--- config.mk ---
export PLATFORM = sky130hd
export DESIGN_NAME = grant_index_encoder_flat
export DESIGN_NICKNAME = d
export VERILOG_FILES = /design/src/rtl/grant_index_encoder_pkg.sv /design/src/rtl/grant_index_encoder_if.sv /design/src/rtl/grant_index_encoder_onehot_enc.sv /design/src/rtl/grant_index_encoder.sv /design/src/flat_wrapper.sv
export SDC_FILE = /design/constraint.sdc
export NUM_CORES = 1
export LEC_CHECK = 0
export ABC_AREA = 0
export BUFFER_PORTS_ARGS = -buffer_cell sky130_fd_sc_hd__buf_2
export CORE_MARGIN = 2
export CORE_UTILIZATION = 33
export DETAILED_ROUTE_END_ITERATION = 10
export GPL_ROUTABILITY_DRIVEN = 0
export PLACE_DENSITY = 0.78
export SKIP_CTS_REPAIR_TIMING = 1
export SLEW_MARGIN = 25
export SYNTH_ARGS = -nofsm -noshare
export SYNTH_HDL_FRONTEND = slang
export SYNTH_SLANG_ARGS = --single-unit
--- constraint.sdc ---
create_clock -name clk -period 1.56 [get_ports clk]
set_clock_uncertainty 0.1 [all_clocks]
set_input_delay 0.234 -clock clk [delete_from_list [all_inputs] [get_ports clk]]
set_output_delay 0.234 -clock clk [all_outputs]
set_load 0.01 [all_outputs]
--- src/rtl/grant_index_encoder_pkg.sv ---
// Shared types and sizes for the grant index encoder slice.
// Optional one-hot checking is enabled with macro ONEHOT_CHECK_EN.
`default_nettype none

package grant_pkg;

  localparam int N_CELLS = 36;
  localparam int IDX_W   = $clog2(N_CELLS);
  localparam int CNT_W   = 8;

  typedef logic [N_CELLS-1:0] grant_t;
  typedef logic [IDX_W-1:0]   idx_t;

  typedef enum logic {
    EMPTY = 1'b0,
    FULL  = 1'b1
  } oreg_state_t;

endpackage

`default_nettype wire

--- src/rtl/grant_index_encoder_if.sv ---
// Grant-in / index-out handshake bundle for grant_index_encoder.
// err_cnt and idx_err read as zero unless ONEHOT_CHECK_EN is defined.
`default_nettype none

interface grant_index_encoder_if;
  import grant_pkg::*;

  logic               g_valid;
  logic               g_ready;
  grant_t             g;
  logic               idx_valid;
  logic               idx_ready;
  idx_t               idx;
  logic               idx_none;
  logic               idx_err;
  logic [CNT_W-1:0]   err_cnt;

  modport slave (
    input  g_valid, g, idx_ready,
    output g_ready, idx_valid, idx, idx_none, idx_err, err_cnt
  );

  modport master (
    output g_valid, g, idx_ready,
    input  g_ready, idx_valid, idx, idx_none, idx_err, err_cnt
  );

endinterface

`default_nettype wire

--- src/rtl/grant_index_encoder_onehot_enc.sv ---
// Combinational grant-vector to index encoder (OR of set-bit indices).
// The multi-hot flag exists only when ONEHOT_CHECK_EN is defined.
`default_nettype none

module onehot_enc
  import grant_pkg::*;
(
  input  grant_t i_g,
  output idx_t   o_idx,
  output logic   o_none
`ifdef ONEHOT_CHECK_EN
  ,
  output logic   o_multi
`endif
);

  idx_t w_idx;

  // OR-ing indices gives the exact position for one-hot input with no priority chain.
  always_comb begin
    w_idx = '0;
    for (int i = 0; i < N_CELLS; i++) begin
      if (i_g[i]) begin
        w_idx = w_idx | idx_t'(i);
      end
    end
  end

  assign o_idx  = w_idx;
  assign o_none = ~|i_g;

`ifdef ONEHOT_CHECK_EN
  // Clearing the lowest set bit leaves something only if more than one bit was set.
  assign o_multi = |(i_g & (i_g - grant_t'(1)));
`endif

endmodule

`default_nettype wire

--- src/rtl/grant_index_encoder.sv ---
// Registers the encoded grant index behind a one-deep valid/ready output stage.
// Macro ONEHOT_CHECK_EN adds multi-hot flagging and a saturating error counter.
`default_nettype none

module grant_index_encoder
  import grant_pkg::*;
(
  input  logic                  clk,
  input  logic                  rst_n,
  grant_index_encoder_if.slave  bus
);

  oreg_state_t r_state;
  oreg_state_t w_state_nxt;
  idx_t        r_idx;
  logic        r_none;
  idx_t        w_idx;
  logic        w_none;
  logic        w_capture;

  assign bus.g_ready = (r_state == EMPTY) | bus.idx_ready;
  assign w_capture   = bus.g_valid & bus.g_ready;

`ifdef ONEHOT_CHECK_EN
  logic w_multi;

  onehot_enc u_enc (
    .i_g     (bus.g),
    .o_idx   (w_idx),
    .o_none  (w_none),
    .o_multi (w_multi)
  );
`else
  onehot_enc u_enc (
    .i_g    (bus.g),
    .o_idx  (w_idx),
    .o_none (w_none)
  );
`endif

  always_comb begin
    w_state_nxt = r_state;
    case (r_state)
      EMPTY: if (bus.g_valid) w_state_nxt = FULL;
      FULL:  if (bus.idx_ready && !bus.g_valid) w_state_nxt = EMPTY;
    endcase
  end

  always_ff @(posedge clk or negedge rst_n) begin
    if (!rst_n) begin
      r_state <= EMPTY;
      r_idx   <= '0;
      r_none  <= 1'b0;
    end else begin
      r_state <= w_state_nxt;
      if (w_capture) begin
        r_idx  <= w_idx;
        r_none <= w_none;
      end
    end
  end

  assign bus.idx_valid = (r_state == FULL);
  assign bus.idx       = r_idx;
  assign bus.idx_none  = r_none;

`ifdef ONEHOT_CHECK_EN
  logic             r_err;
  logic [CNT_W-1:0] r_cnt;

  always_ff @(posedge clk or negedge rst_n) begin
    if (!rst_n) begin
      r_err <= 1'b0;
      r_cnt <= '0;
    end else if (w_capture) begin
      r_err <= w_multi;
      if (w_multi && (r_cnt != {CNT_W{1'b1}})) begin
        r_cnt <= r_cnt + CNT_W'(1);
      end
    end
  end

  assign bus.idx_err = r_err;
  assign bus.err_cnt = r_cnt;
`else
  assign bus.idx_err = 1'b0;
  assign bus.err_cnt = '0;
`endif

endmodule

`default_nettype wire

--- src/flat_wrapper.sv ---
// flat-port wrapper written by rule: the top's interface ports become plain ports
module grant_index_encoder_flat import grant_pkg::*;
  (clk, rst_n, bus_g_valid, bus_g, bus_idx_ready, bus_g_ready, bus_idx_valid, bus_idx, bus_idx_none, bus_idx_err, bus_err_cnt);
  grant_index_encoder_if bus_i ();
  input  logic clk;
  input  logic rst_n;
  input wire logic [$bits(bus_i.g_valid)-1:0] bus_g_valid;
  input wire logic [$bits(bus_i.g)-1:0] bus_g;
  input wire logic [$bits(bus_i.idx_ready)-1:0] bus_idx_ready;
  output wire logic [$bits(bus_i.g_ready)-1:0] bus_g_ready;
  output wire logic [$bits(bus_i.idx_valid)-1:0] bus_idx_valid;
  output wire logic [$bits(bus_i.idx)-1:0] bus_idx;
  output wire logic [$bits(bus_i.idx_none)-1:0] bus_idx_none;
  output wire logic [$bits(bus_i.idx_err)-1:0] bus_idx_err;
  output wire logic [$bits(bus_i.err_cnt)-1:0] bus_err_cnt;
  assign bus_i.g_valid = bus_g_valid;
  assign bus_i.g = bus_g;
  assign bus_i.idx_ready = bus_idx_ready;
  assign bus_g_ready = bus_i.g_ready;
  assign bus_idx_valid = bus_i.idx_valid;
  assign bus_idx = bus_i.idx;
  assign bus_idx_none = bus_i.idx_none;
  assign bus_idx_err = bus_i.idx_err;
  assign bus_err_cnt = bus_i.err_cnt;
  grant_index_encoder u_core (.clk(clk), .rst_n(rst_n), .bus(bus_i));
endmodule
# After elaboration in Yosys (flattened, before gate mapping)
# Cells that the tools add are included.
[word_totals]
elab_cells = 53
in_bits = 40
register_bits = 8
output_inout_bits = 18
[op_classes]
n_mux = 40
bitwise = 3
eq_ne = 2
n_reduce_logical = 5
[op_table]
columns = ["cell", "n"]
rows = [
  ["5-bit 2-to-1 mux", 16],
  ["36-bit OR reduction", 1],
  ["4-bit 2-to-1 mux", 8],
  ["6-bit 2-to-1 mux", 4],
  ["3-bit 2-to-1 mux", 4],
  ["1-bit 2-to-1 mux", 5],
  ["2-bit 2-to-1 mux", 2],
  ["3-bit by 2-bit inequality test with 1-bit output, second input constant", 1],
  ["1-bit zero test", 2],
  ["2-bit inequality test, second input constant", 1],
  ["1-bit one-hot mux with 2 select lines", 1],
  ["2-bit AND reduction", 1],
  ["1-bit AND", 1],
  ["1-bit logical AND", 1],
  ["1-bit inverter", 1],
  ["1-bit OR", 1],
]

# Longest topological paths before layout
[depth]
word_depth = 35
depth_mapped = 5
ltp_nobuf = 4

# By module
# Synthesis repeated with hierarchy kept, for this count alone.
[hier_totals]
hier_cells = 57
area_unflattened_um2 = 599.3
[by_module_without_submodules]
columns = ["mod", "instances", "cells_per_inst", "seq_area_each_um2", "area_each_um2"]
rows = [
  ["grant_index_encoder", 1, 28, 200.2, 409.1],
  ["onehot_enc", 1, 29, 0.0, 190.2],
]

# Least setup slack after synthesis
# No wires, ideal clock.
[synth_path]
path_kind = "in2reg"
start = "in bus_g[19]"
end = "reg u_core.r_idx[4] (netlist: u_core.bus.idx[4])"
path_buffers = 0
setup_time_ns = 0.125
arrival_ns = 1.760
required_time_ns = 1.335
cell_stages = 4
slack_ns = -0.425
cell_sequence = "or3_1 -> or4_1 -> or4_1 -> mux2_2"
[synth_between]
elab_chain_cells = 17
[synth_rtl]
columns = ["element", "line_no", "text"]
rows = [
  ["start, declared", "flat_wrapper.sv:8", "input wire logic [$bits(bus_i.g)-1:0] bus_g;"],
  ["5-bit 2-to-1 mux (13 in a row)", "grant_index_encoder_onehot_enc.sv:23", "if (i_g[i]) begin"],
  ["6-bit 2-to-1 mux (4 in a row)", "grant_index_encoder_onehot_enc.sv:23", ""],
  ["end signal, assigned", "grant_index_encoder.sv:57", "r_idx <= w_idx;"],
  ["end, declared", "grant_index_encoder.sv:15", "idx_t r_idx;"],
]
# Every way passes these cells.
# A chain may end at the register's enable or synchronous reset.

# Final worst setup path
# Same ends and word-level chain as after synthesis.

==> flow_summary_export.csv <==
group,metric,value,unit
cells_and_area,diodes,0,
floorplan,die_area,0.00194,sq mm
logic_synthesis,synth_cell_types,18,
logic_synthesis,ys_seq_area_share,37.9,%
place,numPortBuffers,48,
timing,hold_slack,84.4,ps
outcome,violations,"setup timing",
global_routing,grt_first_pass_wirelength,2550,um
clock_network,clock_sinks,8,
critical_path,startpoint,"bus_g[19]",
floorplan,row_count,14,
global_routing,top_usage_layer,"met2",
logic_synthesis,synth_xor_area_share,0,%
logic_synthesis,synth_top_area_share,37.9,%
logic_synthesis,synthFlopType,"dfrtp_1",
cells_and_area,layout.area.seq,200,sq um
pwr,p_sw,152,uW
critical_path,cp_data_arrival_time,1830,ps
logic_synthesis,synth_largest_area_cell,"dfrtp_1",
logic_synthesis,synth_edf_count,0,
timing,fmax,555,MHz
pwr,p_clk_share,28.1,%
cells_and_area,nFillCells,146,
floorplan,die_y,44,um
global_routing,grtUsageMet2,35.6,%
global_routing,antenna_found_initial,0,
logic_synthesis,ys_warn_count,0,
floorplan,io_pins,58,
critical_path,worst-setup-path-type,"in2reg",
pwr,swShare,27.8,%
outcome,status,"finished with violations",
drt,route.antenna.remaining_nets,0,
logic_synthesis,ys_ff_latch,8,
logic_synthesis,syn_area,528,sq um
floorplan,die_width,44,um
drt,drtIter0Drc,5,
critical_path,rrSetupSlack,270,ps
global_routing,grt_overflow,0,
timing,rsz0062_at_grt,"yes",
logic_synthesis,synth_mux_area_share,2.13,%
critical_path,r2r_start,"u_core.bus.idx_valid",
cells_and_area,multi_input_area,294,sq um
logic_synthesis,avgSynthCellArea,8.52,sq um
drt,drt_pass1_iterations,3,
critical_path,critPathMaxStageDelay,430,ps
logic_synthesis,synth_cells,62,
timing,hold_violations,0,
cells_and_area,layout-drive-gt1-share,53.2,%
place,post_dp_cell_area,837,sq um
timing,finalMaxSlewViolations,0,
drt,vias_per_cell,4.89,
drt,detail_route.wl_per_cell,11.5,um
min_path,hold_path.class,"in2reg",
critical_path,ff2ff_path_depth,4,
logic_synthesis,synth-simple-area-share,35.8,%
clock_network,cts_tree,"done",
timing,post-route-min-period,1800,ps
critical_path,end_kind,"flip-flop",
pwr,p_int,395,uW
global_routing,grt_use_total,18.0,%
global_routing,gr-usage-met1,18.3,%
critical_path,crit_top_cell,"or4_4",
clock_network,worstSkewPairLatency,250,ps
timing,worst_slack,-241,ps
critical_path,worstPathRequired,1590,ps
logic_synthesis,synth_compound_area_share,9.95,%
place,pre_cts_ws,-597,ps
clock_network,clk_path_buf_depth,2,
pwr,seqPwrFrac,42.7,%
clock_network,numCtsBuffers,3,
logic_synthesis,yosysMostFrequentCell,"nor4_1",
cells_and_area,finalNetCount,166,
critical_path,cp-start-kind,"input port",
global_routing,first_global_vias,650,
clock_network,htreeDepth,1,
place,post-dp-hpwl,1440,um
logic_synthesis,synth-adder-area-share,0,%
logic_synthesis,async_reset_ff_share,100,%
pwr,power_density,625,mW/mm^2
global_routing,grtUsageMet3,2.92,%
logic_synthesis,ys_top_cells_by_area,"dfrtp_1 (38%), nor4_1 (15%), buf_4 (13%), nand2_1 (6.4%), or4_1 (5.7%)",
clock_network,ctsRootBufferMaster,"clkbuf_4",
floorplan,start_util,35.0,%
global_routing,grt_max_degree,9,
pwr,pwr-share-comb,29.1,%
drt,wl,1610,um
pwr,p_leak,0.000438,uW
logic_synthesis,synth_common_cells,"nor4_1 (13), buf_4 (9), nand2_1 (9)",
drt,drc,0,
cells_and_area,design_area,877,sq um
timing,finalCritPeriodShare,115,%
clock_network,cts.clk_slew.worst_paths,50,ps
floorplan,core_area,0.00151,sq mm
drt,vias,684,
critical_path,crit_end,"u_core.bus.idx[4]",
critical_path,worstPathCellList,"buf_2 -> or3_1 -> or4_4 -> or4_4 -> mux2_2",
cells_and_area,area_growth,66.1,%
critical_path,timing.rr.end,"u_core.bus.idx_none",
critical_path,cp_max_fo,2,
timing,setup_viol,2,
pwr,ir_drop,0.000236,V
critical_path,cp_slowest_cell,"or4_4",
logic_synthesis,synth_top_family_by_area,"simple AND/OR/NAND/NOR gates",
flow_run,drv_cap,0,
==> flip-flops by register name, summed over array words and instances, names as in the netlist <==
signal and count:
u_core.bus.idx 6, u_core.bus.idx_valid 1, u_core.bus.idx_none 1
==> metrics by stage <==
step                util (%)  setup TNS, ps  power, uW  std cells
floorplan                  -           -737        305         70
global placement        55.6          -1040        391        136
detailed placement      55.6          -1220        396        136
CTS                     57.1           -603        554        139
global route            58.2           -480        585        140
finish                  58.2           -418        548        140
==> worst min path at each step <==
stage / start / end / slack [ps] / depth (start not counted)
3_3_place_gp: rst_n / u_core.bus.idx[1] / -20 / 1
6_report: bus_g_valid / u_core.bus.idx_valid / 80 / 2
4_1_cts: rst_n / u_core.bus.idx[1] / -290 / 1
2_1_floorplan: rst_n / u_core.bus.idx[0] / -160 / 0
5_1_grt: bus_g_valid / u_core.bus.idx_valid / 90 / 2
3_5_place_dp: rst_n / u_core.bus.idx[1] / -20 / 1
==> power by group through the flow <==
stage / sequential (uW) / clock (uW) / combinational [uW]
finish: 234 / 154 / 160
global route: 236 / 169 / 180
CTS: 234 / 162 / 158
detailed placement: 238 / 0 / 158
global placement: 237 / 0 / 154
floorplan: 246 / 0 / 58.7
==> layout by cell type (no fill, tap or decap), drive strengths merged <==
master and instances:
or3 1, nor4 13, o31ai 1, conb 9, a31oi 1, nor2 1, or4 4, nand2 9
a41oi 1, dfrtp 8, buf 60, o21ai 3, dlygate4sd3 1, nor3 3, clkbuf 3, nand4 1
a21o 2, nand2b 2, mux2 1
==> critical path, delay by kind of cell <==
kind / cells / cell delay (ps)
simple gates: 3 / 1240
mux: 1 / 270
buf+inv: 1 / 90
==> per-layer routing <==
| layer | vias to the layer above | part of all wire, % |
|---|---|---|
| met5 | - | 0 |
| met2 | 37 | 53 |
| met1 | 298 | 37 |
| li1 | 347 | - |
| met4 | 0 | 0.37 |
| met3 | 2 | 9.4 |
==> final cells by class <==
type,instances,share of cell area [%]
Timing Repair Buffer,61,38.8
Multi-Input combinational cell,52,33.5
Sequential cell,8,22.8
Clock buffer,3,2.57
Tap cell,16,2.28
==> cell families after synthesis <==
| logic type | count (synthesis) |
|---|---|
| compound gates | 8 |
| other cells | 1 |
| flops | 8 |
| mux | 1 |
| buf+inv | 10 |
| simple gates | 34 |
No activity file was read; power rests on OpenSTA's default activity.
